**src/rtl/uart_pkg.sv**
```systemverilog
// Shared definitions for the debug UART receive and transmit wrappers.
//   - rx_state_e  : bit-level receiver FSM states
//   - G_UART_IWS  : UART character width (bits per frame payload)
//   - thold_width : width of the AXIS thold field for a given tdata width
package uart_pkg;

  localparam int G_UART_IWS = 8;

  typedef enum logic [2:0] {
    RX_IDLE,
    RX_START,
    RX_DATA,
    RX_STOP,
    RX_BREAK
  } rx_state_e;

  // thold encodes "k valid low bytes", so it needs room for 1..N-1.
  function automatic int thold_width(input int tdata_size);
    return (tdata_size / 8 > 2) ? $clog2(tdata_size / 8) : 1;
  endfunction

endpackage

```
**src/rtl/uart_rx.sv**
```systemverilog
// 8N1 serial receiver: 2-FF synchronizer plus bit-level FSM.
// Ports:
//   i_clk, i_arst_n : clock, asynchronous active-low reset
//   i_rxd           : raw serial input, idle high
//   o_byte          : last received byte (valid when o_strobe is high)
//   o_strobe        : 1-cycle pulse, byte received with a good stop bit
//   o_frame_err     : 1-cycle pulse, stop bit sampled low
//   o_busy          : FSM not in IDLE
module uart_rx
  import uart_pkg::*;
#(
  parameter int CLKS_PER_BIT = 16
) (
  input  logic                  i_clk,
  input  logic                  i_arst_n,
  input  logic                  i_rxd,
  output logic [G_UART_IWS-1:0] o_byte,
  output logic                  o_strobe,
  output logic                  o_frame_err,
  output logic                  o_busy
);

  localparam int CW = $clog2(CLKS_PER_BIT);
  localparam int BW = $clog2(G_UART_IWS);
  localparam logic [CW-1:0] HALF_M1 = CW'(CLKS_PER_BIT / 2 - 1);
  localparam logic [CW-1:0] FULL_M1 = CW'(CLKS_PER_BIT - 1);
  localparam logic [BW-1:0] LAST_BIT = BW'(G_UART_IWS - 1);

  logic [1:0]            sync_q;
  logic                  rxd_s;
  rx_state_e             state_q, state_d;
  logic [CW-1:0]         clk_cnt_q, clk_cnt_d;
  logic [BW-1:0]         bit_cnt_q, bit_cnt_d;
  logic [G_UART_IWS-1:0] shreg_q, shreg_d;
  logic                  strobe_q, strobe_d;
  logic                  ferr_q, ferr_d;

  assign rxd_s = sync_q[1];

  always_ff @(posedge i_clk or negedge i_arst_n) begin
    if (!i_arst_n) begin
      sync_q    <= 2'b11;
      state_q   <= RX_IDLE;
      clk_cnt_q <= '0;
      bit_cnt_q <= '0;
      shreg_q   <= '0;
      strobe_q  <= 1'b0;
      ferr_q    <= 1'b0;
    end else begin
      sync_q    <= {sync_q[0], i_rxd};
      state_q   <= state_d;
      clk_cnt_q <= clk_cnt_d;
      bit_cnt_q <= bit_cnt_d;
      shreg_q   <= shreg_d;
      strobe_q  <= strobe_d;
      ferr_q    <= ferr_d;
    end
  end

  always_comb begin
    state_d   = state_q;
    clk_cnt_d = clk_cnt_q;
    bit_cnt_d = bit_cnt_q;
    shreg_d   = shreg_q;
    strobe_d  = 1'b0;
    ferr_d    = 1'b0;
    unique case (state_q)
      RX_IDLE: begin
        if (!rxd_s) begin
          state_d   = RX_START;
          clk_cnt_d = '0;
          bit_cnt_d = '0;
        end
      end
      RX_START: begin
        // Re-check half a bit in: a line that is already high again was a glitch.
        if (clk_cnt_q == HALF_M1) begin
          clk_cnt_d = '0;
          state_d   = rxd_s ? RX_IDLE : RX_DATA;
        end else begin
          clk_cnt_d = clk_cnt_q + 1'b1;
        end
      end
      RX_DATA: begin
        if (clk_cnt_q == FULL_M1) begin
          clk_cnt_d = '0;
          shreg_d   = {rxd_s, shreg_q[G_UART_IWS-1:1]};
          if (bit_cnt_q == LAST_BIT) state_d = RX_STOP;
          else                       bit_cnt_d = bit_cnt_q + 1'b1;
        end else begin
          clk_cnt_d = clk_cnt_q + 1'b1;
        end
      end
      RX_STOP: begin
        if (clk_cnt_q == FULL_M1) begin
          clk_cnt_d = '0;
          if (rxd_s) begin
            strobe_d = 1'b1;
            state_d  = RX_IDLE;
          end else begin
            ferr_d  = 1'b1;
            state_d = RX_BREAK;
          end
        end else begin
          clk_cnt_d = clk_cnt_q + 1'b1;
        end
      end
      RX_BREAK: begin
        // A held-low line must go high before another start bit is accepted.
        if (rxd_s) state_d = RX_IDLE;
      end
      default: state_d = RX_IDLE;
    endcase
  end

  assign o_byte      = shreg_q;
  assign o_strobe    = strobe_q;
  assign o_frame_err = ferr_q;
  assign o_busy      = (state_q != RX_IDLE);

endmodule

```
**src/rtl/uart_rx_packer.sv**
```systemverilog
// Debug UART receive path: serial 8N1 receiver feeding a byte packer that
// emits G_AXIS_TDATA_SIZE-bit AXIS words, first byte in [7:0]. A partial
// word is flushed after an idle-line timeout with thold = number of bytes.
// Ports:
//   i_clk, i_arst_n   : clock, asynchronous active-low reset
//   i_rxd             : serial input, idle high
//   i_m_axis_tready   : sink ready
//   o_m_axis_tvalid/tdata/thold : AXIS word (thold 0 = all bytes valid)
//   o_rxd_busy        : receiver mid-frame
//   o_rx_frame_err    : 1-cycle pulse, bad stop bit
//   o_rx_overrun      : 1-cycle pulse, received byte dropped
module uart_rx_packer
  import uart_pkg::*;
#(
  parameter int CLKS_PER_BIT        = 16,
  parameter int G_AXIS_TDATA_SIZE   = 32,
  parameter int G_AXIS_THOLD_SIZE   = thold_width(G_AXIS_TDATA_SIZE),
  parameter int G_IDLE_TIMEOUT_BITS = 20
) (
  input  logic                         i_clk,
  input  logic                         i_arst_n,
  input  logic                         i_rxd,
  input  logic                         i_m_axis_tready,
  output logic                         o_m_axis_tvalid,
  output logic [G_AXIS_TDATA_SIZE-1:0] o_m_axis_tdata,
  output logic [G_AXIS_THOLD_SIZE-1:0] o_m_axis_thold,
  output logic                         o_rxd_busy,
  output logic                         o_rx_frame_err,
  output logic                         o_rx_overrun
);

  localparam int N      = G_AXIS_TDATA_SIZE / 8;
  localparam int CNT_W  = $clog2(N + 1);
  localparam int TO_MAX = G_IDLE_TIMEOUT_BITS * CLKS_PER_BIT;
  localparam int TO_W   = $clog2(TO_MAX + 1);

  logic [G_UART_IWS-1:0]        rx_byte;
  logic                         rx_strobe, rx_ferr, rx_busy;

  logic [CNT_W-1:0]             cnt_q, cnt_d, wr_cnt;
  logic [G_AXIS_TDATA_SIZE-1:0] pack_q, pack_d, wr_data, nxt;
  logic [TO_W-1:0]              to_q, to_d;
  logic                         tvalid_q, tvalid_d;
  logic [G_AXIS_TDATA_SIZE-1:0] tdata_q, tdata_d;
  logic [G_AXIS_THOLD_SIZE-1:0] thold_q, thold_d;
  logic                         ovr_q, ovr_d;
  logic                         out_free, full, to_hit, loaded;

  uart_rx #(.CLKS_PER_BIT(CLKS_PER_BIT)) u_rx (
    .i_clk       (i_clk),
    .i_arst_n    (i_arst_n),
    .i_rxd       (i_rxd),
    .o_byte      (rx_byte),
    .o_strobe    (rx_strobe),
    .o_frame_err (rx_ferr),
    .o_busy      (rx_busy)
  );

  assign out_free = !tvalid_q || i_m_axis_tready;
  assign full     = (cnt_q == CNT_W'(N));
  assign to_hit   = (to_q == TO_W'(TO_MAX));

  always_ff @(posedge i_clk or negedge i_arst_n) begin
    if (!i_arst_n) begin
      cnt_q    <= '0;
      pack_q   <= '0;
      to_q     <= '0;
      tvalid_q <= 1'b0;
      tdata_q  <= '0;
      thold_q  <= '0;
      ovr_q    <= 1'b0;
    end else begin
      cnt_q    <= cnt_d;
      pack_q   <= pack_d;
      to_q     <= to_d;
      tvalid_q <= tvalid_d;
      tdata_q  <= tdata_d;
      thold_q  <= thold_d;
      ovr_q    <= ovr_d;
    end
  end

  always_comb begin
    cnt_d    = cnt_q;
    pack_d   = pack_q;
    tvalid_d = tvalid_q;
    tdata_d  = tdata_q;
    thold_d  = thold_q;
    ovr_d    = 1'b0;
    loaded   = 1'b0;
    wr_cnt   = cnt_q;
    wr_data  = pack_q;
    nxt      = '0;

    if (tvalid_q && i_m_axis_tready) tvalid_d = 1'b0;

    // Idle timer runs only while the line is idle and a partial word waits;
    // it saturates so a flush blocked by a busy output register still happens.
    if (rx_busy || cnt_q == '0 || full) to_d = '0;
    else if (!to_hit)                    to_d = to_q + 1'b1;
    else                                 to_d = to_q;

    // Move a pending full word, or flush a timed-out partial word.
    if (full) begin
      if (out_free) begin
        tvalid_d = 1'b1;
        tdata_d  = pack_q;
        thold_d  = '0;
        loaded   = 1'b1;
      end
    end else if (cnt_q != '0 && to_hit && out_free) begin
      tvalid_d = 1'b1;
      tdata_d  = pack_q;
      thold_d  = G_AXIS_THOLD_SIZE'(cnt_q);
      loaded   = 1'b1;
      to_d     = '0;
    end
    if (loaded) begin
      wr_cnt  = '0;
      wr_data = '0;
      cnt_d   = '0;
      pack_d  = '0;
    end

    // Incoming byte lands in the packer as it looks after any transfer above.
    if (rx_strobe) begin
      if (full && !out_free) begin
        ovr_d = 1'b1;
      end else begin
        nxt = wr_data;
        for (int i = 0; i < N; i++) begin
          if (wr_cnt == CNT_W'(i)) nxt[8*i +: 8] = rx_byte;
        end
        // Completing a word with a free output register skips the pending
        // state so tvalid follows the last byte by one cycle.
        if (wr_cnt == CNT_W'(N - 1) && out_free && !loaded) begin
          tvalid_d = 1'b1;
          tdata_d  = nxt;
          thold_d  = '0;
          cnt_d    = '0;
          pack_d   = '0;
        end else begin
          cnt_d  = wr_cnt + 1'b1;
          pack_d = nxt;
        end
      end
    end
  end

  assign o_m_axis_tvalid = tvalid_q;
  assign o_m_axis_tdata  = tdata_q;
  assign o_m_axis_thold  = thold_q;
  assign o_rxd_busy      = rx_busy;
  assign o_rx_frame_err  = rx_ferr;
  assign o_rx_overrun    = ovr_q;

endmodule

```
**config.mk**
```make
export PLATFORM = sky130hd
export DESIGN_NAME = uart_rx_packer
export DESIGN_NICKNAME = d
export VERILOG_FILES = /design/src/rtl/uart_pkg.sv /design/src/rtl/uart_rx.sv /design/src/rtl/uart_rx_packer.sv
export SDC_FILE = /design/constraint.sdc
export NUM_CORES = 1
export LEC_CHECK = 0
export ABC_AREA = 0
export CELL_PAD_IN_SITES_DETAIL_PLACEMENT = 2
export CELL_PAD_IN_SITES_GLOBAL_PLACEMENT = 2
export CORE_MARGIN = 1
export CORE_UTILIZATION = 40
export CTS_BUF_LIST = sky130_fd_sc_hd__clkbuf_8
export DETAILED_ROUTE_END_ITERATION = 6
export PLACE_DENSITY_LB_ADDON = 0.2
export SYNTH_ARGS = -nofsm -noshare
export SYNTH_HDL_FRONTEND = slang
export SYNTH_SLANG_ARGS = --single-unit
```
**constraint.sdc**
```tcl
create_clock -name i_clk -period 3.9 [get_ports i_clk]
set_input_delay 0.975 -clock i_clk [delete_from_list [all_inputs] [get_ports i_clk]]
set_output_delay 0.975 -clock i_clk [all_outputs]
set_load 0.1 [all_outputs]
```
==> impl_metrics.csv <==
group,metric,value,unit
finish,fill_cells,1176,
sta,clock_skew,17.4,ps
grt,gr-total-overflow,0,
floorplan,fp.dieH,111,microns
sta,tightest_slew,1170,ps
critical_path,worst_setup_path_start_kind,"input port",
route,routedWlPerCell,21.4,microns
route,drt_iter0_drc,162,
critical_path,reg2reg_slack,540,ps
critical_path,crit_type,"in2reg",
cts,cts_setup_buffers,0,
grt,antenna_found_initial,0,
cts,root_buffer,"clkbuf_8",
route,wl,12.8,mm
floorplan,die_w,111,microns
finish,final_cells,598,
route,via_count,3578,
cts,cts_hold_buffers,0,
hold_path,hold_start,"u_rx.sync_q[0]",
hold_path,min_to,"u_rx.sync_q[1]",
critical_path,end_kind,"flop",
cts,clk_latency,400,ps
finish,drive_above_1_share,0.108,
sta,fmax,0.285,GHz
critical_path,rr_worst_depth,10,
logic_synthesis,ys.flop_type,"dfrtp_1",
cts,cts-htree-levels,3,
route,drtAntennaViolNets,0,
finish,nNetsFinal,460,
sta,tns,0,ps
floorplan,core.rowCount,39,
floorplan,start_util,0.414,
finish,final_common_cell,"dfrtp_1",
power,power.density,376,mW/mm^2
cts,cts_tree,"yes",
logic_synthesis,ys_seq_elements,102,
logic_synthesis,synthesis.instances,417,
finish,diodes,0,
grt,grt_max_degree,61,
cts,cts.repair.resized,0,
placement,port_buffers,41,
route,drt_drc_violations_left,0,
grt,grt_use_total,0.228,
critical_path,crit_fanout,8,
logic_synthesis,avgSynthCellArea,11.4,sq um
logic_synthesis,ys_async_sr_fraction,1.00,
logic_synthesis,synth.cell_area,0.00474,sq mm
logic_synthesis,syn-num-nets,427,
cts,path_clk_slew,100,ps
power,ir_worst_vdd,348,uV
placement,gp_congestion,0.795,
finish,syn2layout_area_growth,15.6,%
run_status,status,"finished clean",
flow_run,drv_cap,0,
sta,relSlewSlack,0.218,
cts,cts_max_path_buffers,2,
hold_path,whs_path_depth,0,
hold_path,hold_class,"reg2reg",
route,first_pass_iters,4,
cts,cts_made_buffers,9,
grt,grt_pass1_wl,22.0,mm
power,power_leakage,0.00245,uW
sta,finalCritPeriodShare,0.900,
grt,grt_pass1_vias,4076,
critical_path,r2r_end,"pack_q[8]",
sta,setup_viol,0,
logic_synthesis,yosysWarnings,0,
logic_synthesis,synth_enable_flop_cells,0,
sta,maxSlewViolCount,0,
critical_path,critPathArrivalTime,3830,ps
logic_synthesis,ys_seq_area_frac,0.539,
floorplan,coreArea,0.0115,sq mm
floorplan,die_area,0.0123,sq mm
sta,finalHoldViolations,0,
critical_path,rr_startpoint,"to_q[0]",
sta,period_minus_slack,3510,ps
placement,hpwl,8.70,mm
sta,rsz0062_at_grt,"no",
cts,cts_sinks,102,
critical_path,cp.required,4220,ps
finish,mostFrequentLayoutCells,"dfrtp_1 (100), clkdlybuf4s50_1 (40), a22o_1 (26)",
placement,dp.cells,582,
route,routed_via_density,5.98,
logic_synthesis,synth_cell_type_count,60,
sta,whs,362,ps
floorplan,io_pins,42,
## state kept, by name (all words and copies together), names as in the netlist
name / count
o_m_axis_thold: 2
u_rx.sync_q: 2
u_rx.clk_cnt_q: 4
to_q: 9
u_rx.o_frame_err: 1
u_rx.o_strobe: 1
cnt_q: 3
o_m_axis_tvalid: 1
u_rx.state_q: 3
pack_q: 32
o_rx_overrun: 1
u_rx.o_byte: 8
o_m_axis_tdata: 32
u_rx.bit_cnt_q: 3
## logic make-up (layout without fill, tap and decap cells)
family	count (synthesis)	after routing	synth area share
AO/OA/AOI/OAI	133	133	0.229
XOR/XNOR	8	8	0.0148
adder cells (fa/ha/maj)	6	6	0.0158
buffers and inverters	39	77	0.0340
flip-flops	102	102	0.539
multiplexers	10	10	0.0232
AND/OR/NAND/NOR	119	119	0.144
## power by group
part / switching [uW] / total (uW) / internal, uW
clock: 403 / 644 / 241
sequential: 76.7 / 1170 / 1100
combinational: 152 / 242 / 89.2
## cells in the mapped netlist (2+ instances only)
library cell	count	area share
dfrtp_1	100	0.53
a22o_1	26	0.048
and2_1	25	0.033
a221o_1	24	0.051
nor2_1	24	0.019
nand2_1	18	0.014
o21ai_0	17	0.018
clkbuf_1	14	0.011
nand3_1	13	0.014
o21ai_1	11	0.012
buf_2	9	0.0095
a21oi_1	8	0.0084
a2bb2oi_1	8	0.015
a32o_1	8	0.017
buf_1	8	0.0063
o22a_1	8	0.015
inv_1	7	0.0055
mux2_1	7	0.017
xor2_1	7	0.013
ha_1	6	0.016
a211oi_1	4	0.0063
nand2b_1	4	0.0053
nand4_1	4	0.0053
nor3_1	4	0.0042
or3_1	4	0.0053
nor4_2	3	0.0079
or3b_1	3	0.0055
a2111oi_2	2	0.0063
a21o_1	2	0.0032
a311o_1	2	0.0042
a31oi_1	2	0.0026
a32oi_1	2	0.0037
and3_1	2	0.0026
dfstp_2	2	0.011
mux2i_1	2	0.0042
o211a_2	2	0.0042
or2_2	2	0.0026
## how the worst max path moves through the flow
| stage | slack, ps | cells past startpoint | start | endpoint |
|---|---|---|---|---|
| 3_3_place_gp | 130 | 10 | i_m_axis_tready | pack_q[12] |
| 2_1_floorplan | 600 | 12 | i_m_axis_tready | o_m_axis_tdata[30] |
| 5_1_grt | 210 | 10 | i_m_axis_tready | pack_q[8] |
| 6_report | 390 | 10 | i_m_axis_tready | pack_q[8] |
| 3_5_place_dp | 10 | 10 | i_m_axis_tready | pack_q[11] |
| 4_1_cts | 380 | 10 | i_m_axis_tready | pack_q[8] |
## per-layer routing
metal / global-route usage / share of wire / up-vias
met5: 0 / 0 / -
met4: 0.0711 / 0.015 / 0
met3: 0.0558 / 0.035 / 14
met2: 0.385 / 0.50 / 58
met1: 0.288 / 0.45 / 1872
li1: - / - / 1634
## worst max-delay path, stage by stage
cell             delay (ps)
clkdlybuf4s50_1         420
and2b_1                 300
nor4_4                   80
nor2_1                  160
nand2_1                  80
ha_1                    290
inv_1                   160
o21ai_0                 110
a211oi_1                970
a22o_1                  290
## through the flow
stage               worst slack [ps]  cell area (sq um)  utilization  power (uW)
detailed placement              11.8               5300        0.463        1440
global placement                 128               5300        0.463        1420
CTS                              385               5480        0.478        2090
global route                     212               5480        0.478        2170
finish                           392               5480        0.478        2060
floorplan                        605               4740            -        1360
## area by class of cell
| class | count | area [sq um] | area share |
|---|---|---|---|
| clock inverters | 7 | 56.3 | 0.0103 |
| inverters | 7 | 26.3 | 0.00479 |
| well taps | 143 | 179 | 0.0326 |
| flip-flops and latches | 102 | 2550 | 0.466 |
| repair buffers | 54 | 518 | 0.0945 |
| clock buffers | 9 | 124 | 0.0226 |
| multi-input cells | 276 | 2030 | 0.369 |
Power figures use the tool's default switching activity.
